### config.mk
export PLATFORM = sky130hd
export DESIGN_NAME = descrambler
export DESIGN_NICKNAME = d
export VERILOG_FILES = /design/src/rtl/descrambler.sv
export SDC_FILE = /design/constraint.sdc
export NUM_CORES = 1
export LEC_CHECK = 0
export BUFFER_PORTS_ARGS = -buffer_cell sky130_fd_sc_hd__buf_4
export CAP_MARGIN = 20
export CORE_MARGIN = 10
export CORE_UTILIZATION = 54
export DETAILED_ROUTE_END_ITERATION = 6
export GPL_TIMING_DRIVEN = 0
export PLACE_DENSITY = 0.8
export SLEW_MARGIN = 40
export SYNTH_ARGS = -nofsm -noshare
export SYNTH_HDL_FRONTEND = slang
export SYNTH_SLANG_ARGS = --single-unit
### constraint.sdc
create_clock -name clk -period 4.8 [get_ports clk]
set_input_delay 0.48 -clock clk [delete_from_list [all_inputs] [get_ports clk]]
set_output_delay 0.48 -clock clk [all_outputs]
set_load 0.03 [all_outputs]
### src/rtl/descrambler.sv
// 64b/66b receive descrambler (x^58+x^39+1) with a one-deep output stage.
// Optional pass-through control enabled with DESCRAMBLER_BYPASS_EN.
module descrambler #(
   parameter int HDR_CNT_W = 8
) (
   input  logic                 clk,
   input  logic                 reset,
   input  logic                 in_valid,
   output logic                 in_ready,
   input  logic [1:0]           in_header,
   input  logic [63:0]          in_data,
   output logic                 out_valid,
   input  logic                 out_ready,
   output logic [1:0]           out_header,
   output logic [63:0]          out_data,
   output logic                 out_primed,
   input  logic                 resync,
`ifdef DESCRAMBLER_BYPASS_EN
   input  logic                 bypass,
`endif
   output logic [HDR_CNT_W-1:0] hdr_err_cnt
);

   logic [57:0]          s_q, s_d;
   logic                 primed_q, primed_d;
   logic                 vld_q, vld_d;
   logic [1:0]           hdr_q, hdr_d;
   logic [63:0]          data_q, data_d;
   logic                 opr_q, opr_d;
   logic [HDR_CNT_W-1:0] cnt_q, cnt_d;

   logic [121:0] ext;
   logic [63:0]  desc;
   logic         accept;
   logic         take;
   logic         bad_hdr;
   logic         byp;

`ifdef DESCRAMBLER_BYPASS_EN
   assign byp = bypass;
`else
   assign byp = 1'b0;
`endif

   assign ext = {in_data, s_q};

   // Each output bit cancels the taps 39 and 58 bits back in the stream.
   always_comb begin
      desc = '0;
      for (int i = 0; i < 64; i++) begin
         desc[i] = ext[i+58] ^ ext[i+19] ^ ext[i];
      end
   end

   assign in_ready = !vld_q || out_ready;
   assign accept   = in_valid && in_ready;
   assign take     = vld_q && out_ready;
   assign bad_hdr  = (in_header == 2'b00) || (in_header == 2'b11);

   always_comb begin
      s_d      = s_q;
      primed_d = primed_q;
      vld_d    = vld_q;
      hdr_d    = hdr_q;
      data_d   = data_q;
      opr_d    = opr_q;
      cnt_d    = cnt_q;
      if (resync) begin
         s_d      = '0;
         primed_d = 1'b0;
         cnt_d    = '0;
         vld_d    = 1'b0;
      end else if (accept) begin
         s_d      = in_data[63:6];
         hdr_d    = in_header;
         data_d   = byp ? in_data : desc;
         opr_d    = primed_q;
         primed_d = 1'b1;
         vld_d    = 1'b1;
         if (bad_hdr && (cnt_q != '1)) begin
            cnt_d = cnt_q + 1'b1;
         end
      end else if (take) begin
         vld_d = 1'b0;
      end
   end

   always_ff @(posedge clk or posedge reset) begin
      if (reset) begin
         s_q      <= '0;
         primed_q <= 1'b0;
         vld_q    <= 1'b0;
         hdr_q    <= '0;
         data_q   <= '0;
         opr_q    <= 1'b0;
         cnt_q    <= '0;
      end else begin
         s_q      <= s_d;
         primed_q <= primed_d;
         vld_q    <= vld_d;
         hdr_q    <= hdr_d;
         data_q   <= data_d;
         opr_q    <= opr_d;
         cnt_q    <= cnt_d;
      end
   end

   assign out_valid   = vld_q;
   assign out_header  = hdr_q;
   assign out_data    = data_q;
   assign out_primed  = opr_q;
   assign hdr_err_cnt = cnt_q;

endmodule

==> results.json, run 1 <==
{
  "status": "finished, final reports clean",
  "root_buffer": "clkbuf_16",
  "cts.sinks": 135,
  "ios": 148,
  "vias": 4968,
  "worstSetupPathType": "register to register",
  "met3_usage": 0.09258,
  "fill_cells": 854,
  "finalHoldViolCount": 0,
  "grt_max_degree": 79,
  "syn_area_per_cell_um2": 11.02,
  "htree_levels": 4,
  "timing.rr.end": "out_data[36]",
  "detail_route.vias_per_cell": 5.483,
  "use_met2": 0.3720,
  "antenna_left": 0,
  "critPathMaxFanout": 10,
  "die_area_mm2": 0.01668,
  "timing.fmax_mhz": 491.9,
  "rr_worst_depth": 7,
  "end_kind": "register",
  "yosysTopAreaCell": "dfrtp_1",
  "synth-seq-cells": 135,
  "period_minus_slack_ps": 2033,
  "wl_um": 19190,
  "cts.reportedPaths.clkPinSlew_ps": 60,
  "rsz0062_at_grt": "no",
  "tns_ps": 0,
  "ctsHoldBuffers": 0,
  "use_met1": 0.2813,
  "nNetsFinal": 822,
  "core_mm2": 0.01156,
  "drt_pre_antenna_iters": 6,
  "ir_worst_vdd_mv": 0.2367,
  "leakage_nw": 3.648,
  "fp-row-count": 39,
  "ys_types": 33,
  "insertion_delay_ps": 430,
  "die_x_um": 129.2,
  "synth_top_area_share": 0.5251,
  "period_share": 0.4235,
  "rr_startpoint": "out_valid",
  "setup_viol": 0,
  "drive_gt1_frac": 0.3329,
  "synth_area_leaders": "dfrtp_1 (53%), xnor2_1 (18%), mux2_2 (10%), nand2_1 (7.1%), a21oi_1 (5.0%)",
  "syn_to_final_growth_pct": 31.14,
  "chipHeight_um": 129.2,
  "max_cap_viol_count": 0,
  "worstMarginPinSlew_ps": 668.5,
  "ys.warnings.count": 0,
  "grt_pass1_vias": 5339,
  "rrSetupSlack_ps": 2770,
  "crit_end": "out_data[36]",
  "post_cts_resized": 0,
  "post_dp_cell_area_mm2": 0.007744,
  "clock_skew_ps": 8.609,
  "grt_pass1_wl_um": 29690,
  "slew_violations": 0,
  "start_util": 0.5563,
  "routabilityCongestion": 0.9364,
  "num_antenna_cells": 0,
  "cts_buffer_depth": 2,
  "grt_overflow": 0,
  "start_kind": "register",
  "synth_nets": 656,
  "syn_inst": 584,
  "grt.busiest_layer": "met2",
  "drtIter0Drc": 381,
  "drcViolationCount": 0,
  "final_util": 0.7295,
  "cts_setup_buffers": 0,
  "slew_headroom": 0.5544,
  "dpl.hpwl_um": 14070,
  "grt_usage": 0.2344,
  "power_density_mw_per_mm2": 483.0,
  "antenna_found_initial": 0,
  "cts_tree": "yes",
  "routedWlPerCell_um": 21.18,
  "portBuffers": 146,
  "cts_buffers": 17,
  "yosysSeqAreaShare": 0.5251,
  "cp_data_arrival_time_ps": 2340,
  "crit_start": "out_valid",
  "stdcell_area_mm2": 0.008437,
  "synth.cell_area_mm2": 0.006434,
  "min_path_type": "primary input to asynchronous set/reset pin",
  "worstPathRequired_ps": 5100
}
[synthesized netlist by cell type, drive strengths merged]
| cell type | instances |
|---|---|
| or2 | 1 |
| a21oi | 64 |
| o21bai | 1 |
| clkbuf | 15 |
| o21ai | 2 |
| mux2 | 68 |
| nand4 | 2 |
| or4 | 3 |
| dfrtp | 135 |
| inv | 3 |
| and2 | 2 |
| and4 | 1 |
| or3 | 1 |
| and3 | 2 |
| nor4b | 1 |
| nand2 | 121 |
| a2111oi | 1 |
| o31ai | 2 |
| buf | 15 |
| ha | 1 |
| nor3b | 1 |
| a211oi | 1 |
| nand2b | 1 |
| nor2 | 4 |
| o41ai | 1 |
| xnor2 | 129 |
| nand3 | 5 |
| nor2b | 1 |
[worst max-delay path, stage by stage, from the launching register on]
cell and delay (ps):
dfrtp_1 380, nand2b_1 80, buf_2 180, nand2_1 150, nor2_1 240, buf_4 270, buf_4 250, mux2_2 360
[stage by stage]
| step | worst slack, ps | hold slack [ps] | total power, mW | cells |
|---|---|---|---|---|
| final | 2767 | 78.89 | 4.075 | 906 |
| after global routing | 2648 | 100.2 | 4.219 | 906 |
| after CTS | 2778 | 86.93 | 4.094 | 906 |
| after detailed placement | 2609 | 480.4 | 2.559 | 874 |
| after global placement | -765.1 | 471.9 | 2.528 | 873 |
| after floorplan | 708.9 | 460.6 | 2.099 | 584 |
[how the worst min path moves through the flow]
stage	startpoint	endpoint	slack, ps	depth (start not counted)
after global placement	out_data[28]	out_data[28]	470	1
after detailed placement	out_data[49]	out_data[49]	480	1
after global routing	reset	out_data[55]	100	2
after floorplan	primed_q	primed_q	460	2
final	reset	out_data[55]	80	2
after CTS	reset	hdr_err_cnt[5]	90	2
[power by group]
| part | total, mW | internal [mW] | leakage [nW] | switching, mW |
|---|---|---|---|---|
| Clock | 1.54 | 1.04 | 0.337 | 0.497 |
| Sequential | 1.44 | 1.32 | 1.70 | 0.119 |
| Combinational | 1.10 | 0.463 | 1.61 | 0.637 |
| Total | 4.08 | 2.82 | 3.65 | 1.25 |
[cell type report]
cell class	count	area, um^2	share of cell area
well taps	143	178.9	0.02121
plain buffers	30	146.4	0.01735
multi-input cells	416	2898	0.3435
clock buffers	19	442.9	0.05250
inverters	3	18.77	0.002225
flip-flops and latches	135	3378	0.4004
repair buffers	147	1124	0.1332
clock inverters	13	250.2	0.02966
[flip-flops by register name, indices dropped and copies added, names as in the netlist]
| register | cells |
|---|---|
| out_valid | 1 |
| out_header | 2 |
| out_primed | 1 |
| hdr_err_cnt | 8 |
| out_data | 64 |
| primed_q | 1 |
| s_q | 58 |
[logic make-up after synthesis]
group	after synthesis	synth area share
buffers and inverters	33	0.02450
flip-flops	135	0.5251
adder cells (fa/ha/maj)	1	0.001944
AND/OR/NAND/NOR	146	0.09510
AO/OA/AOI/OAI	72	0.05873
XOR/XNOR	129	0.1756
multiplexers	68	0.1190
[layout by cell type, fill, tap and decap left out, types with 3 or more instances in the layout]
master,count
a21oi_1,64
mux2_2,59
buf_4,150
nand3_1,5
nor2_1,4
mux2_1,9
nand2_1,121
clkbuf_16,17
bufinv_16,7
clkbuf_1,16
clkinv_2,3
buf_2,9
xnor2_1,129
dfrtp_1,135
or4_1,3
[routing by layer]
layer	wire [um]	share of wire
met1	7503	0.39
met2	9285	0.48
met3	2024	0.11
met4	373	0.019
met5	0	0
(Power assumes the default switching activity.)
==> inputs of run 2 (changes only) <==
- CORE_UTILIZATION: 54 -> 49
- PLACE_DENSITY: 0.8 -> 0.76
- clock period: 4.8 -> 1.64 ns (I/O delays scaled with it)
==> run 2 against run 1 <==
The flow now finishes with violations (negative setup slack). Routed wire length up 6.1%. Core utilization down 0.97 points. Combinational power rose to 3.2 times the previous value. Final cell count up 8.2%. Die area up 8.6%. Largest power group is now registers.
==> results.json, run 2 (synthesis results as in run 1) <==
{
  "timing.fmax_mhz": 585.6,
  "die_x_um": 134.6,
  "cts_buffer_depth": 2,
  "root_buffer": "clkbuf_16",
  "ios": 148,
  "routabilityCongestion": 0.9003,
  "antenna_left": 0,
  "grt_overflow": 0,
  "insertion_delay_ps": 420,
  "min_delay_worst_endpoint": "s_q[25]",
  "timing.rr.end": "out_data[51]",
  "setup_viol": 26,
  "grt_usage": 0.2273,
  "min_path_cells": 3,
  "cts.sinks": 135,
  "cts_tree": "yes",
  "p_total_mw": 11.32,
  "holdWs_ps": 14.68,
  "dpl.hpwl_um": 14670,
  "routedWlPerCell_um": 20.78,
  "slew_headroom": 0.5971,
  "largest_register_ffs": 64,
  "violations": "negative setup slack",
  "vias": 5201,
  "grt_pass1_vias": 5721,
  "grt_pass1_wl_um": 31740,
  "layout_commonest_cell": "buf_4",
  "instances_no_fill": 980,
  "drive_gt1_frac": 0.3606,
  "status": "finished with violations",
  "rr_worst_depth": 8,
  "die_area_mm2": 0.01811,
  "worstPathRequired_ps": 1940,
  "rr_startpoint": "out_valid",
  "finalHoldViolCount": 0,
  "clock_skew_ps": 4.080,
  "cts.reportedPaths.clkPinSlew_ps": 50,
  "drtIter0Drc": 339,
  "cts_buffers": 17,
  "min_from": "in_data[31]",
  "layout_common_cells": "buf_4 (157), dfrtp_1 (132), xnor2_1 (129), nand2_1 (120), a21oi_1 (64)",
  "rrSetupSlack_ps": -70,
  "drcViolationCount": 0,
  "min_path_type": "primary input to register",
  "htree_levels": 4,
  "rsz0062_at_grt": "yes",
  "dp_cells": 908,
  "final_util": 0.7198,
  "max_cap_viol_count": 0,
  "power_density_mw_per_mm2": 1236,
  "period_share": 1.041,
  "grt_max_degree": 25,
  "syn_to_final_growth_pct": 42.34,
  "slew_violations": 0,
  "worstMarginPinSlew_ps": 604.3,
  "chipHeight_um": 134.6,
  "antenna_found_initial": 1,
  "fill_cells": 916,
  "critPathMaxFanout": 5,
  "layout_setup_ws_ps": -67.60,
  "wl_um": 20360,
  "core_mm2": 0.01272,
  "drt_pre_antenna_iters": 5,
  "leakage_nw": 3.993,
  "cp_data_arrival_time_ps": 2010,
  "start_util": 0.5057,
  "nNetsFinal": 867,
  "place_ws_ps": -315.5,
  "detail_route.vias_per_cell": 5.307,
  "period_minus_slack_ps": 1708,
  "portBuffers": 146,
  "worstSetupPathType": "register to register",
  "ir_worst_vdd_mv": 0.7714,
  "start_kind": "register",
  "end_kind": "register",
  "fp-row-count": 41
}
[run 2: cell types whose count changed in the layout (fill, tap and decap cells not counted), sizes merged]
cell         previous run  this run
buf                   162       181
dlygate4sd3             0        27
diode                   0         1
clkinv                  5         2
inv                     3         2
bufinv                  7         0
clkbuf                 34        43
[run 2: how the worst max path moves through the flow]
stage | from | endpoint | slack (ps) | cells after the start
final | out_valid | out_data[51] | -70 | 8
after global routing | out_valid | out_data[49] | -110 | 8
after CTS | out_valid | out_data[56] | -80 | 8
after detailed placement | out_valid | out_data[33] | -320 | 7
after global placement | reset | out_primed | -1040 | 2
after floorplan | reset | hdr_err_cnt[0] | -200 | 1
[run 2: area by class of cell]
cell class | count | area, um^2 | area share
antenna | 1 | 2.502 | 0.0002733
buffer | 27 | 193.9 | 0.02118
clock buffer | 29 | 540.5 | 0.05902
clock inverter | 2 | 10.01 | 0.001093
inverter | 3 | 15.01 | 0.001640
multi-input combinational | 416 | 3097 | 0.3382
sequential | 135 | 3382 | 0.3693
tap | 172 | 215.2 | 0.02350
timing repair buffer | 195 | 1702 | 0.1858
[run 2: repair_timing]
| item | in CTS | in global routing |
|---|---|---|
| setup buffers | 13 | 3 |
| resized for setup | 59 | 22 |
| hold endpoints to repair | 39 | 0 |
| cloned | 2 | 1 |
| pin swaps | 3 | 8 |
| hold buffers | 27 | 0 |
| endpoints found under the setup margin | 118 | 125 |
[run 2: critical path: stages, from the launching register on]
cell and delay (ps):
dfrtp_1 410, nand2b_1 100, buf_6 140, nand2_8 60, nor2_4 140, buf_8 160, buf_12 120, clkbuf_16 150
mux2_4 300
[run 2: metal layers]
metal  vias up  track usage  share of wire
li1       2343            -              -
met1      2604       0.2726           0.39
met2       213       0.3663           0.50
met3        41      0.06973          0.086
met4         0       0.1058          0.028
met5         -            0              0
[run 2: through the flow]
stage | setup TNS [ps] | instance area, um^2
CTS | -1344 | 9085
global placement | -156480 | 7751
detailed placement | -18280 | 7896
global route | -2981 | 9158
finish | -1064 | 9158
floorplan | -36820 | 6440
[run 2: where the power goes]
part	leakage [nW]	switching [mW]	internal, mW
sequential	1.70	0.366	3.87
combinational	2.02	1.92	1.63
clock	0.274	1.32	2.20
